**src/rtl/pipe_hazard_ctrl.sv**
```systemverilog
// Pipeline stall/flush sequencer: hazard arbitration, pending-redirect
// hold, mul/div wait and saturating stall/flush performance counters.
module pipe_hazard_ctrl #(
  parameter int XLEN  = 32,
  parameter int CNT_W = 32
) (
  input  logic             clk,
  input  logic             rst,
  input  logic             imem_wait,
  input  logic             dmem_wait,
  input  logic             E_mispredict,
  input  logic [XLEN-1:0]  E_redirect_pc,
  input  logic             E_is_load,
  input  logic [4:0]       E_rd,
  input  logic [4:0]       D_rs1,
  input  logic [4:0]       D_rs2,
  input  logic             D_uses_rs1,
  input  logic             D_uses_rs2,
  input  logic             E_md_start,
  input  logic             md_done,
  output logic             pc_stall,
  output logic             fd_stall,
  output logic             fd_flush,
  output logic             de_stall,
  output logic             de_flush,
  output logic             em_stall,
  output logic             em_flush,
  output logic             redirect_valid,
  output logic [XLEN-1:0]  redirect_pc,
  output logic [1:0]       ctrl_state,
  output logic [CNT_W-1:0] perf_stall_cnt,
  output logic [CNT_W-1:0] perf_flush_cnt
);

  typedef enum logic [1:0] {
    RUN    = 2'b00,
    REDIR  = 2'b01,
    MDWAIT = 2'b10
  } state_e;

  localparam logic [CNT_W-1:0] CNT_ONE = {{(CNT_W-1){1'b0}}, 1'b1};

  state_e           state_q, state_d;
  logic [XLEN-1:0]  tgt_q, tgt_d;
  logic [CNT_W-1:0] stall_cnt_q, stall_cnt_d;
  logic [CNT_W-1:0] flush_cnt_q, flush_cnt_d;

  logic            load_use;
  logic            flush_inc;
  logic            pc_s, fd_s, fd_f, de_s, de_f, em_s, em_f, rv;
  logic [XLEN-1:0] rpc;

  assign load_use = E_is_load && (E_rd != 5'd0) &&
                    ((D_uses_rs1 && (D_rs1 == E_rd)) ||
                     (D_uses_rs2 && (D_rs2 == E_rd)));

  always_comb begin
    state_d   = state_q;
    tgt_d     = tgt_q;
    flush_inc = 1'b0;
    pc_s      = 1'b0;
    fd_s      = 1'b0;
    fd_f      = 1'b0;
    de_s      = 1'b0;
    de_f      = 1'b0;
    em_s      = 1'b0;
    em_f      = 1'b0;
    rv        = 1'b0;
    rpc       = '0;
    unique case (state_q)
      RUN: begin
        if (dmem_wait) begin
          pc_s = 1'b1;
          fd_s = 1'b1;
          de_s = 1'b1;
          em_s = 1'b1;
        end else if (E_mispredict) begin
          fd_f      = 1'b1;
          de_f      = 1'b1;
          rv        = 1'b1;
          rpc       = E_redirect_pc;
          flush_inc = 1'b1;
          if (imem_wait) begin
            tgt_d   = E_redirect_pc;
            state_d = REDIR;
          end
        end else if (load_use) begin
          pc_s = 1'b1;
          fd_s = 1'b1;
          de_f = 1'b1;
        end else if (E_md_start && !md_done) begin
          pc_s    = 1'b1;
          fd_s    = 1'b1;
          de_s    = 1'b1;
          em_f    = 1'b1;
          state_d = MDWAIT;
        end else if (imem_wait) begin
          pc_s = 1'b1;
          fd_f = 1'b1;
        end
      end
      REDIR: begin
        fd_f = 1'b1;
        rv   = 1'b1;
        rpc  = tgt_q;
        // A newer EX redirect supersedes the pending one immediately.
        if (E_mispredict) begin
          tgt_d = E_redirect_pc;
          rpc   = E_redirect_pc;
        end
        if (dmem_wait) begin
          de_s = 1'b1;
          em_s = 1'b1;
        end
        if (!imem_wait) state_d = RUN;
      end
      MDWAIT: begin
        if (md_done) begin
          state_d = RUN;
        end else begin
          pc_s = 1'b1;
          fd_s = 1'b1;
          de_s = 1'b1;
          em_s = dmem_wait;
          em_f = !dmem_wait;
        end
      end
      default: state_d = RUN;
    endcase
  end

  // Outputs forced low in reset; flush overrides stall on each register.
  assign pc_stall       = rst & pc_s;
  assign fd_flush       = rst & fd_f;
  assign fd_stall       = rst & fd_s & ~fd_f;
  assign de_flush       = rst & de_f;
  assign de_stall       = rst & de_s & ~de_f;
  assign em_flush       = rst & em_f;
  assign em_stall       = rst & em_s & ~em_f;
  assign redirect_valid = rst & rv;
  assign redirect_pc    = (rst && rv) ? rpc : '0;
  assign ctrl_state     = state_q;
  assign perf_stall_cnt = stall_cnt_q;
  assign perf_flush_cnt = flush_cnt_q;

  always_comb begin
    stall_cnt_d = stall_cnt_q;
    flush_cnt_d = flush_cnt_q;
    if (pc_stall && (stall_cnt_q != '1))
      stall_cnt_d = stall_cnt_q + CNT_ONE;
    if (flush_inc && (flush_cnt_q != '1))
      flush_cnt_d = flush_cnt_q + CNT_ONE;
  end

  always_ff @(posedge clk or negedge rst) begin
    if (!rst) begin
      state_q     <= RUN;
      tgt_q       <= '0;
      stall_cnt_q <= '0;
      flush_cnt_q <= '0;
    end else begin
      state_q     <= state_d;
      tgt_q       <= tgt_d;
      stall_cnt_q <= stall_cnt_d;
      flush_cnt_q <= flush_cnt_d;
    end
  end

endmodule

```
**config.mk**
```make
export PLATFORM = sky130hd
export DESIGN_NAME = pipe_hazard_ctrl
export DESIGN_NICKNAME = d
export VERILOG_FILES = /design/src/rtl/pipe_hazard_ctrl.sv
export SDC_FILE = /design/constraint.sdc
export NUM_CORES = 1
export LEC_CHECK = 0
export CAP_MARGIN = 20
export CORE_MARGIN = 1
export CORE_UTILIZATION = 50
export CTS_CLUSTER_SIZE = 28
export DETAILED_ROUTE_END_ITERATION = 8
export GPL_ROUTABILITY_DRIVEN = 0
export GPL_TIMING_DRIVEN = 0
export PLACE_DENSITY = 0.83
export SYNTH_ARGS = -nofsm -noshare
export SYNTH_HDL_FRONTEND = slang
export SYNTH_SLANG_ARGS = --single-unit
```
**constraint.sdc**
```tcl
create_clock -name clk -period 5.2 [get_ports clk]
set_clock_uncertainty 0.2 [all_clocks]
set_input_delay 1.56 -clock clk [delete_from_list [all_inputs] [get_ports clk]]
set_output_delay 1.56 -clock clk [all_outputs]
set_load 0.02 [all_outputs]
```
Word level (Yosys, flattened, before mapping)
Index checks and enable logic that the tools add are counted.
{"block": "classes", "add_sub_neg": 2, "n_eq_ne": 14, "mux": 52, "bitwise_logic": 14, "reduce_logical": 17}
{"op": "32-bit two-way mux", "n": 7}
{"op": "32-bit one-hot mux with 2 select lines", "n": 2}
{"op": "32-bit by 1-bit adder with 32-bit output (second input constant)", "n": 2}
{"op": "32-bit inequality test (second input constant)", "n": 2}
{"op": "1-bit two-way mux", "n": 28}
{"op": "2-bit two-way mux", "n": 7}
{"op": "1-bit one-hot mux with 2 select lines", "n": 6}
{"op": "1-bit AND", "n": 11}
{"op": "5-bit equality test", "n": 2}
{"op": "2-bit inequality test (second input constant)", "n": 5}
{"op": "3-bit inequality test (second input constant)", "n": 3}
{"op": "1-bit logical AND", "n": 8}
{"op": "2-bit one-hot mux with 3 select lines", "n": 1}
{"op": "6-bit AND reduction", "n": 1}
{"op": "5-bit nonzero test", "n": 1}
{"op": "4-bit AND reduction", "n": 1}
{"op": "1-bit NOT", "n": 3}
{"op": "1-bit one-hot mux with 3 select lines", "n": 1}
{"op": "2-bit by 1-bit equality test with 1-bit output (second input constant)", "n": 1}
{"op": "2-bit equality test (second input constant)", "n": 1}
{"op": "1-bit zero test", "n": 2}
{"op": "2-bit zero test", "n": 1}
{"op": "2-bit nonzero test", "n": 1}
{"op": "2-bit OR reduction", "n": 1}
{"op": "1-bit logical OR", "n": 1}
{"block": "totals", "ff_bits": 98, "in_bits": 57}

Longest topological paths before layout
{"block": "depth", "depth_word": 10, "ltp_mapped": 9}

Worst setup path before layout
Ideal clock, no wire load.
{"block": "synth_timing", "path_type": "input-to-output", "startpoint": "input port E_rd[1]", "endpoint": "output port de_flush", "t_arrival_ps": 3316, "required_time_ps": 3440, "slack_ps": 124, "cell_stages": 5, "n_path_buf": 0, "path_cell_list": "xnor2_1 nand4_1 o22ai_1 o211ai_1 a2111oi_0"}
{"block": "synth_between", "elab_chain_len": 9}
{"element": "start, declared", "line": "14", "text": "input logic [4:0] E_rd,"}
{"element": "5-bit equality test (on tied branches)", "line": "54, 55"}
{"element": "1-bit logical AND (on tied branches)", "line": "54, 55"}
{"element": "1-bit logical OR", "line": "54", "text": "((D_uses_rs1 && (D_rs1 == E_rd)) ||"}
{"element": "1-bit logical AND *", "line": "53", "text": "assign load_use = E_is_load && (E_rd != 5'd0) &&"}
{"element": "1-bit two-way mux *", "line": "87", "text": "end else if (load_use) begin"}
{"element": "1-bit two-way mux *", "line": "77", "text": "end else if (E_mispredict) begin"}
{"element": "1-bit two-way mux *", "line": "72", "text": "if (dmem_wait) begin"}
{"element": "1-bit two-way mux *", "line": "70", "text": "unique case (state_q)"}
{"element": "1-bit AND *", "line": "136", "text": "assign de_flush = rst & de_f;"}
{"element": "end, declared", "line": "25", "text": "output logic de_flush,"}
Every way passes the cells marked *; elsewhere a longest branch is shown, timed or not.

Final worst setup path
{"block": "layout_timing", "startpoint": "input port E_mispredict", "endpoint": "output port redirect_valid"}
{"block": "layout_between", "elab_chain_len": 4}
{"element": "start, declared", "line": "11", "text": "input logic E_mispredict,"}
{"element": "1-bit two-way mux", "line": "77"}
{"element": "1-bit two-way mux", "line": "72"}
{"element": "1-bit one-hot mux with 2 select lines", "line": "70"}
{"element": "1-bit AND", "line": "140", "text": "assign redirect_valid = rst & rv;"}
{"element": "end, declared", "line": "28", "text": "output logic redirect_valid,"}
Every way passes these cells.

==> impl_metrics.ini <==
[final_layout]
fillers = 687
finalNonFillerCells = 811
syn2layout_area_growth_pct = 43.3
utilization_pct = 73.8
nNetsFinal = 733
drive_gt1_share_pct = 13.9
final_area_um2 = 7220
num_antenna_cells = 0

[synth]
synth-seq-cells = 98
synth_top_area_share_pct = 48.7
synth_edf_count = 0
synth_nets = 553
synthTopCellsByCount = dfrtp_1 (98), nor2_1 (51), xnor2_1 (36), xor2_1 (36), mux2_2 (33)
seq_area_frac_synth_pct = 48.7
syn-cell-area_um2 = 5040
postSynth.asyncResetShare_pct = 100
ys.flop_type = dfrtp_1
syn_inst = 494
synth_most_common_cell = dfrtp_1
syn_area_per_cell_um2 = 10.2
synth_top_area_cell = dfrtp_1
synth_cell_types = 42
ys_top_cells_by_area = dfrtp_1 (49%), mux2_2 (7.4%), xnor2_1 (6.3%)
ys_warn_count = 0

[timing]
max_freq_mhz = 196
worst_slew_pin_slew_ns = 0.994
period_share_pct = 98.0
maxSlewHeadroom_pct = 32.0
setup-violations-final = 0
min_period_ns = 5.09
fin_setup_tns_ns = 0
whs_ns = 0.294
hold_viol_final = 0
drv_slew = 0
fin_ws_ns = 0.105
rsz0062_at_grt = false

[clocking]
htree_num_levels = 3
clk_latency_ns = 0.37
cts.sinks = 98
cts_buffers = 9
cts.path.max_buffers = 2
cts_tree = built
path_clk_slew_ns = 0.10
root_buffer = clkbuf_8

[power_and_ir_drop]
power_density_nw_per_um2 = 284
ir_worst_vdd_mv = 0.157
power_mw = 2.05
power_leakage_nw = 3.24

[floorplanning]
fp-row-count = 36
fp.dieW_um = 102
ioPinCount = 163
initial_core_util_pct = 51.5
core_um2 = 9770
die_area_um2 = 10500
die_h_um = 102

[setup_path]
r2r-start = perf_stall_cnt[0]
start_kind = input pin
worstPathRequired_ns = 3.44
path_class = input pin to output port
endpoint_kind = output port
worst_ep_arrival_time_ns = 3.33
worst-path-max-fanout = 10
critical_path.startpoint = E_mispredict

[routing]
ant_nets = 0
drtPass1Iterations = 4
wl_um = 13200
vias = 4476
vias_per_cell = 5.52
drt_iter0_markers = 145
drc = 0
drt-wirelength-per-cell_um = 16.3

[placed_design]
place_worst_setup_slack_ns = -0.968
place_hpwl_um = 9640
postPlaceCellArea_um2 = 6850
numPortBuffers = 162
place_inst = 790

[worst_hold_path]
min_from = perf_stall_cnt[7]
hold_path_class = flop to flop

[grt]
grt_pass1_vias = 4287
antenna_found_initial = 0
grt_pass1_wl_um = 20300
grt_usage_pct = 25.1
grt_max_degree = 52
grt_overflow = 0

[outcome]
status = finished clean

[flow_run]
maxCapViolCount = 0
[cell families (layout without fill, tap and decap cells)]
logic type	after synthesis	after routing	share of synthesized area [%]
compound gates	55	55	7.95
xor+xnor	72	72	12.5
fa+ha+maj	2	2	0.497
buf+inv	35	219	2.83
flops	98	98	48.7
mux	33	33	7.38
simple gates	199	199	20.1
[report_power, final]
part	switching [mW]	total, mW	leakage (nW)	internal [mW]
clock network	0.259	0.456	0.0834	0.197
logic	0.290	0.587	1.93	0.297
registers	0.119	1.00	1.23	0.885
[path summary, 6_finish.rpt]
check                           depth (start not counted)                 end  slack (ns)
worst max register to register                          9  perf_stall_cnt[29]        2.36
max in group asynchronous                               2            tgt_q[4]        3.47
min in group asynchronous                               1  perf_flush_cnt[29]        0.84
worst min-delay path                                    1   perf_stall_cnt[7]        0.29
worst min register to register                          1   perf_stall_cnt[7]        0.29
worst max-delay path                                    6      redirect_valid        0.11
[final cells by class]
| cell class | count | area [um2] | area share, % |
|---|---|---|---|
| Multi-Input combinational cell | 361 | 2540 | 35.3 |
| Sequential cell | 98 | 2450 | 34.0 |
| Timing Repair Buffer | 169 | 1700 | 23.6 |
| Tap cell | 133 | 166 | 2.31 |
| Clock buffer | 11 | 151 | 2.10 |
| Buffer | 23 | 125 | 1.73 |
| Inverter | 12 | 45.0 | 0.624 |
| Clock inverter | 4 | 27.5 | 0.381 |
[flip-flops by register name, indices dropped and copies added, names as in the netlist]
name	count
ctrl_state	2
perf_flush_cnt	32
perf_stall_cnt	32
tgt_q	32
[per-layer routing]
| layer | GRT usage, % | vias to the layer above | share of wire (%) |
|---|---|---|---|
| met3 | 5.13 | 22 | 6.0 |
| li1 | - | 2130 | - |
| met2 | 42.0 | 154 | 49 |
| met5 | 0 | - | 0 |
| met1 | 31.8 | 2170 | 43 |
| met4 | 10.9 | 0 | 1.8 |
[worst max-delay path, cell delays in order]
cell and delay (ns):
dlygate4sd2_1 0.40, nor4b_4 0.30, o21bai_2 0.15, clkbuf_2 0.23
inv_1 0.09, clkdlybuf4s50_1 0.59
[timing repair]
item	CTS	global route
endpoints found under the setup margin	39	36
hold buffers	0	0
resized for setup	87	26
gates cloned	0	1
setup buffers	5	0
pin swaps	5	20
[placed cells by master (no fill, tap or decap), drive strengths merged, types with 16 or more instances in the layout]
cell type and n:
dlygate4sd2 35, clkdlybuf4s50 107, buf 18, nand3 21, xnor2 36, dfrtp 98, nor4 16, nand4 22
nor3 24, mux2 33, xor2 36, nor2 51, nand2 32, a22oi 32, clkbuf 29
No activity file was read; power rests on OpenSTA's default activity.
==> RTL edit 1, RTL diff (same settings) <==
The parameter `CNT_W` goes from 32 to 28.
--- a/src/rtl/pipe_hazard_ctrl.sv
+++ b/src/rtl/pipe_hazard_ctrl.sv
@@ -3,5 +3,5 @@
 module pipe_hazard_ctrl #(
   parameter int XLEN  = 32,
-  parameter int CNT_W = 32
+  parameter int CNT_W = 28
 ) (
   input  logic             clk,
Interface: changed (resized perf_flush_cnt and perf_stall_cnt); port bits go from 163 to 155. No check against the original RTL was run, so the function may have changed too.
==> RTL edit 1 against the original RTL <==
Critical path depth up 2; hold slack got worse by 4.1 ps; sequential cell count fell by 8; synthesized cell count down 5.1%; routed wire length is 6.2% lower; non-clock buffer count down 12; combinational power decreased by 19%; area after synthesis shrank 5.2%; die area fell by 5.1%; worst setup slack gained 22 ps; design area down 7.0%; total power is 11% lower; critical endpoint is now de_flush; highest routed layer unchanged.
==> RTL edit 1: results (changes against the original RTL) <==
[placement]
port_buffers = 153  ; -5.6%
dpl_cell_area_mm2 = 0.00649  ; -5.2%
dp_hpwl_mm = 8.91  ; -7.6%

[worst_hold_path]
worstHoldEndpoint = perf_flush_cnt[27]

[critical_path]
critPathMaxFanout = 5  ; -5
endpoint = de_flush
worstReg2RegEnd = perf_flush_cnt[14]
startpoint = E_rd[0]
rr_worst_depth = 7  ; -2
rr_startpoint = ctrl_state[0]
regToRegSetupSlack_ps = 2610  ; +250 ps
cpPeakStageDelay_ps = 540  ; -50 ps

[logic_synthesis]
synthMuxAreaShare = 0.0872  ; +0.0135
synth_nets = 528  ; -4.5%
synth_cell_types = 49  ; +17%
synthTopCellsByArea = dfrtp_1, mux2_2, xor2_1
synth_xor_area_frac = 0.112  ; -0.0133
synth-compound-area-share = 0.0862  ; +0.00669

[route]
vias = 4181  ; -6.6%
dr.pass1.iters = 5  ; +1
wl_per_cell_um = 16.1  ; -1.1%
dr.first_iter.drc_count = 221  ; +52%

[global_routing]
grt_pass1_wl_mm = 19.9  ; -1.9%
grt_pass1_vias = 4101  ; -4.3%
grt_util_all_layers = 0.252  ; about the same

[power_and_ir_drop]
p_leak_nw = 2.99  ; -7.8%
vdd_drop_max_mv = 0.235  ; +50%
p_comb_uw = 474  ; -19%
switching_power_uw = 554  ; -17%

[timing]
worst_slew_pin_slew_ps = 561  ; -433 ps

[final_layout]
buffers = 180  ; -6.3%
nNetsFinal = 694  ; -5.3%
nFillCells = 690  ; +0.44%
area_share_nonclk_buffers = 0.247  ; -0.00603
multi_input_area_mm2 = 0.00241  ; -5.4%
nClkBuffers = 12  ; +1
num-multi-input-gates = 342  ; -5.3%
drive_gt1_frac = 0.161  ; +0.0223
sh_seq_area = 0.335  ; -0.00442

[run_status]
status = finished, final reports clean

[clock_network]
cts_setup_buffers = 1  ; -4
cts_resized = 83  ; -4.6%
clkLatencyLatePin_ps = 350  ; -20 ps
cts_sinks = 90  ; -8.2%

## RTL edit 1: metrics by stage
stage,TNS (ps),utilization,power [mW],setup slack (ps),std cells
after floorplan,0,-,1.14,126,469
after global placement,-286470,0.700,1.35,-3760,751
after detailed placement,-27510,0.703,1.37,-854,752
after global routing,0,0.727,1.92,1.31,769
final,0,0.727,1.83,127,769
after CTS,-7.39,0.728,1.84,-7.39,769
## RTL edit 1: critical path, delay by kind of cell
kind	cells	cell delay, ps
AOI/OAI and AO/OA	2	430
buffers and inverters	2	870
and+or+nand+nor	3	300
xor gates and xnor gates	1	140
## RTL edit 1: cell families after synthesis
kind of cell | Yosys count
AOI/OAI and AO/OA | 52
xor gates and xnor gates | 61
adders and majority gates | 2
buffers and inverters | 37
DFF | 90
muxes | 37
and+or+nand+nor | 190
## RTL edit 1: metal layers
metal	wire, um	global-route usage	part of all wire
met3	798	0.0443	0.064
met2	5940	0.399	0.48
met4	139	0.0837	0.011
met5	0	0	0
met1	5510	0.351	0.44
==> RTL edit 2, RTL diff (same flow settings) <==
Without the edit above. Reset style: synchronous (`rst`), changed in one clocked block.
--- a/src/rtl/pipe_hazard_ctrl.sv
+++ b/src/rtl/pipe_hazard_ctrl.sv
@@ -153,5 +153,5 @@
   end
 
-  always_ff @(posedge clk or negedge rst) begin
+  always_ff @(posedge clk) begin
     if (!rst) begin
       state_q     <= RUN;
Check against the original RTL: differs if rst is asserted again (counterexample within 4 cycles, from zero or initial values and one cycle with rst low); with rst held inactive, the same outputs for 4 cycles.
==> RTL edit 2 against the original RTL <==
Worst setup slack worse by 35 ps; sequential cell count is the same; first-iteration DRC count rose to 2.7 times the old value; design area up 1.6%; routed wire length up 25%; area after synthesis grew 3.7%; count of clock-buffer cells in the layout shrank 1; utilization shrank 0.19 points; critical endpoint is now pc_stall; highest routed layer unchanged.
Power is not compared: it rests on default switching activity, and its combinational part moved more than twofold at a synthesized area within 25%.
==> RTL edit 2: results (changes against the original RTL) <==
[logic_synthesis]
synth_common_cells = nand2_1, dfxtp_1, nor2_1
async_flop_share = 0  ; -1.00
synth_nets = 729  ; +32%
yosys_warnings = 0  ; unchanged
yosysSeqAreaShare = 0.376  ; -0.111
synth_cell_types = 52  ; +24%
syn_inst = 670  ; +36%
synthTopCellsByArea = dfxtp_1, nand2_1, a21oi_1
synth_ff_type = dfxtp_1

[critical_path]
path_delay_family = buffers and inverters
critPathMaxFanout = 2  ; -8
cp_data_arrival_time_ps = 3370  ; +40 ps
cpPeakStageDelay_ps = 480  ; -110 ps
cp_slowest_cell = clkdlybuf4s50_1
regToRegSetupSlack_ps = 2580  ; +220 ps

[placement]
dpl_cell_area_mm2 = 0.00701  ; +2.4%
dp_hpwl_mm = 12.2  ; +26%
pre_cts_slack_ps = -1040  ; -68.1 ps
place_inst = 965  ; +22%
port_buffers = 162  ; unchanged

[route]
dr.pass1.iters = 6  ; +2
vias_per_cell = 5.97  ; +8.1%
wirelength_mm = 16.5  ; +25%
dr.first_iter.drc_count = 398  ; +170%

[clock_network]
htree_levels = 3  ; unchanged
clockRootBuffer = clkbuf_8
cts_buffer_depth = 2  ; unchanged
clk_pin_slew_ps = 100  ; about the same
clkLatencyLatePin_ps = 370  ; about the same
cts-buffers-inserted = 9  ; unchanged

[power_and_ir_drop]
vdd_drop_max_mv = 0.117
p_leak_nw = 2.61

[global_routing]
grt_pass1_vias = 5672  ; +32%
grt_util_all_layers = 0.303  ; +0.0511
grt_pass1_wl_mm = 27.0  ; +33%
antenna_found_initial = 1  ; +1
grt_max_degree = 19  ; -63%

[final_layout]
instances_no_fill = 985  ; +21%
drive_gt1_frac = 0.0787  ; -0.0599
nNetsFinal = 905  ; +23%

[run_status]
status = finished, final reports clean

[worst_hold_path]
hold_path_class = reg -> reg

[timing]
max-slew-margin-rel = 0.569  ; +0.249
post-route-min-period_ps = 5130  ; +35.0 ps
holdWs_ps = 263  ; -30.9 ps

[floorplanning]
dieArea_mm2 = 0.0109  ; +3.6%

-- RTL edit 2: changes by cell type after synthesis, moves of 15 or more --
| cell | delta |
|---|---|
| mux2_2 | -33 |
| nor2_1 | +15 |
| a21oi_1 | +51 |
| nand2_1 | +78 |
| nand2b_1 | +16 |
| dfxtp_1 | +98 |
| xor2_1 | -18 |
| dfrtp_1 | -98 |
| xnor2_1 | -20 |
-- RTL edit 2: cell families after synthesis --
family,share of synthesized area
mux,0.0211
xor+xnor,0.0570
flops,0.376
buf+inv,0.0398
simple gates,0.323
compound gates,0.178
fa+ha+maj,0.00479
-- RTL edit 2: area by class of cell --
type,instances,area (um2)
well taps,133,166
repair buffers,166,1620
fillers,779,2630
clock buffers,10,138
plain buffers,42,210
clock inverters,6,75.1
diodes,1,2.50
inverters,6,22.5
multi-input cells,523,3140
flip-flops and latches,98,1960
-- RTL edit 2: path summary, 6_finish.rpt --
| check | cells after the start | from | endpoint |
|---|---|---|---|
| min reg2reg | 2 | tgt_q[14] | tgt_q[14] |
| max | 9 | D_rs1[3] | pc_stall |
| max reg2reg | 8 | perf_stall_cnt[2] | perf_stall_cnt[31] |
| min | 2 | tgt_q[14] | tgt_q[14] |
-- RTL edit 2: worst min-delay path, delay by kind of cell, from the launching register on --
kind | cells | cell delay, ps
AND/OR/NAND/NOR | 1 | 50
flip-flops | 1 | 320
AO/OA/AOI/OAI | 1 | 50
-- RTL edit 2: power by group --
group | leakage [nW] | switching [mW] | internal, mW
logic | 1.71 | 0.143 | 0.107
clock network | 0.105 | 0.288 | 0.242
registers | 0.793 | 0.0130 | 0.766
-- RTL edit 2: what timing repair did --
item | in CTS | in global routing
gates resized for setup | 106 | 16
buffers inserted | 4 | 0
hold endpoints to repair | 0 | 0
pin swaps | 3 | 2
endpoints found under the setup margin | 40 | 12
-- RTL edit 2: layer usage --
layer / global-route usage / part of all wire
met4: 0.158 / 0.039
met3: 0.0564 / 0.062
met1: 0.364 / 0.40
met2: 0.512 / 0.50
met5: 0 / 0
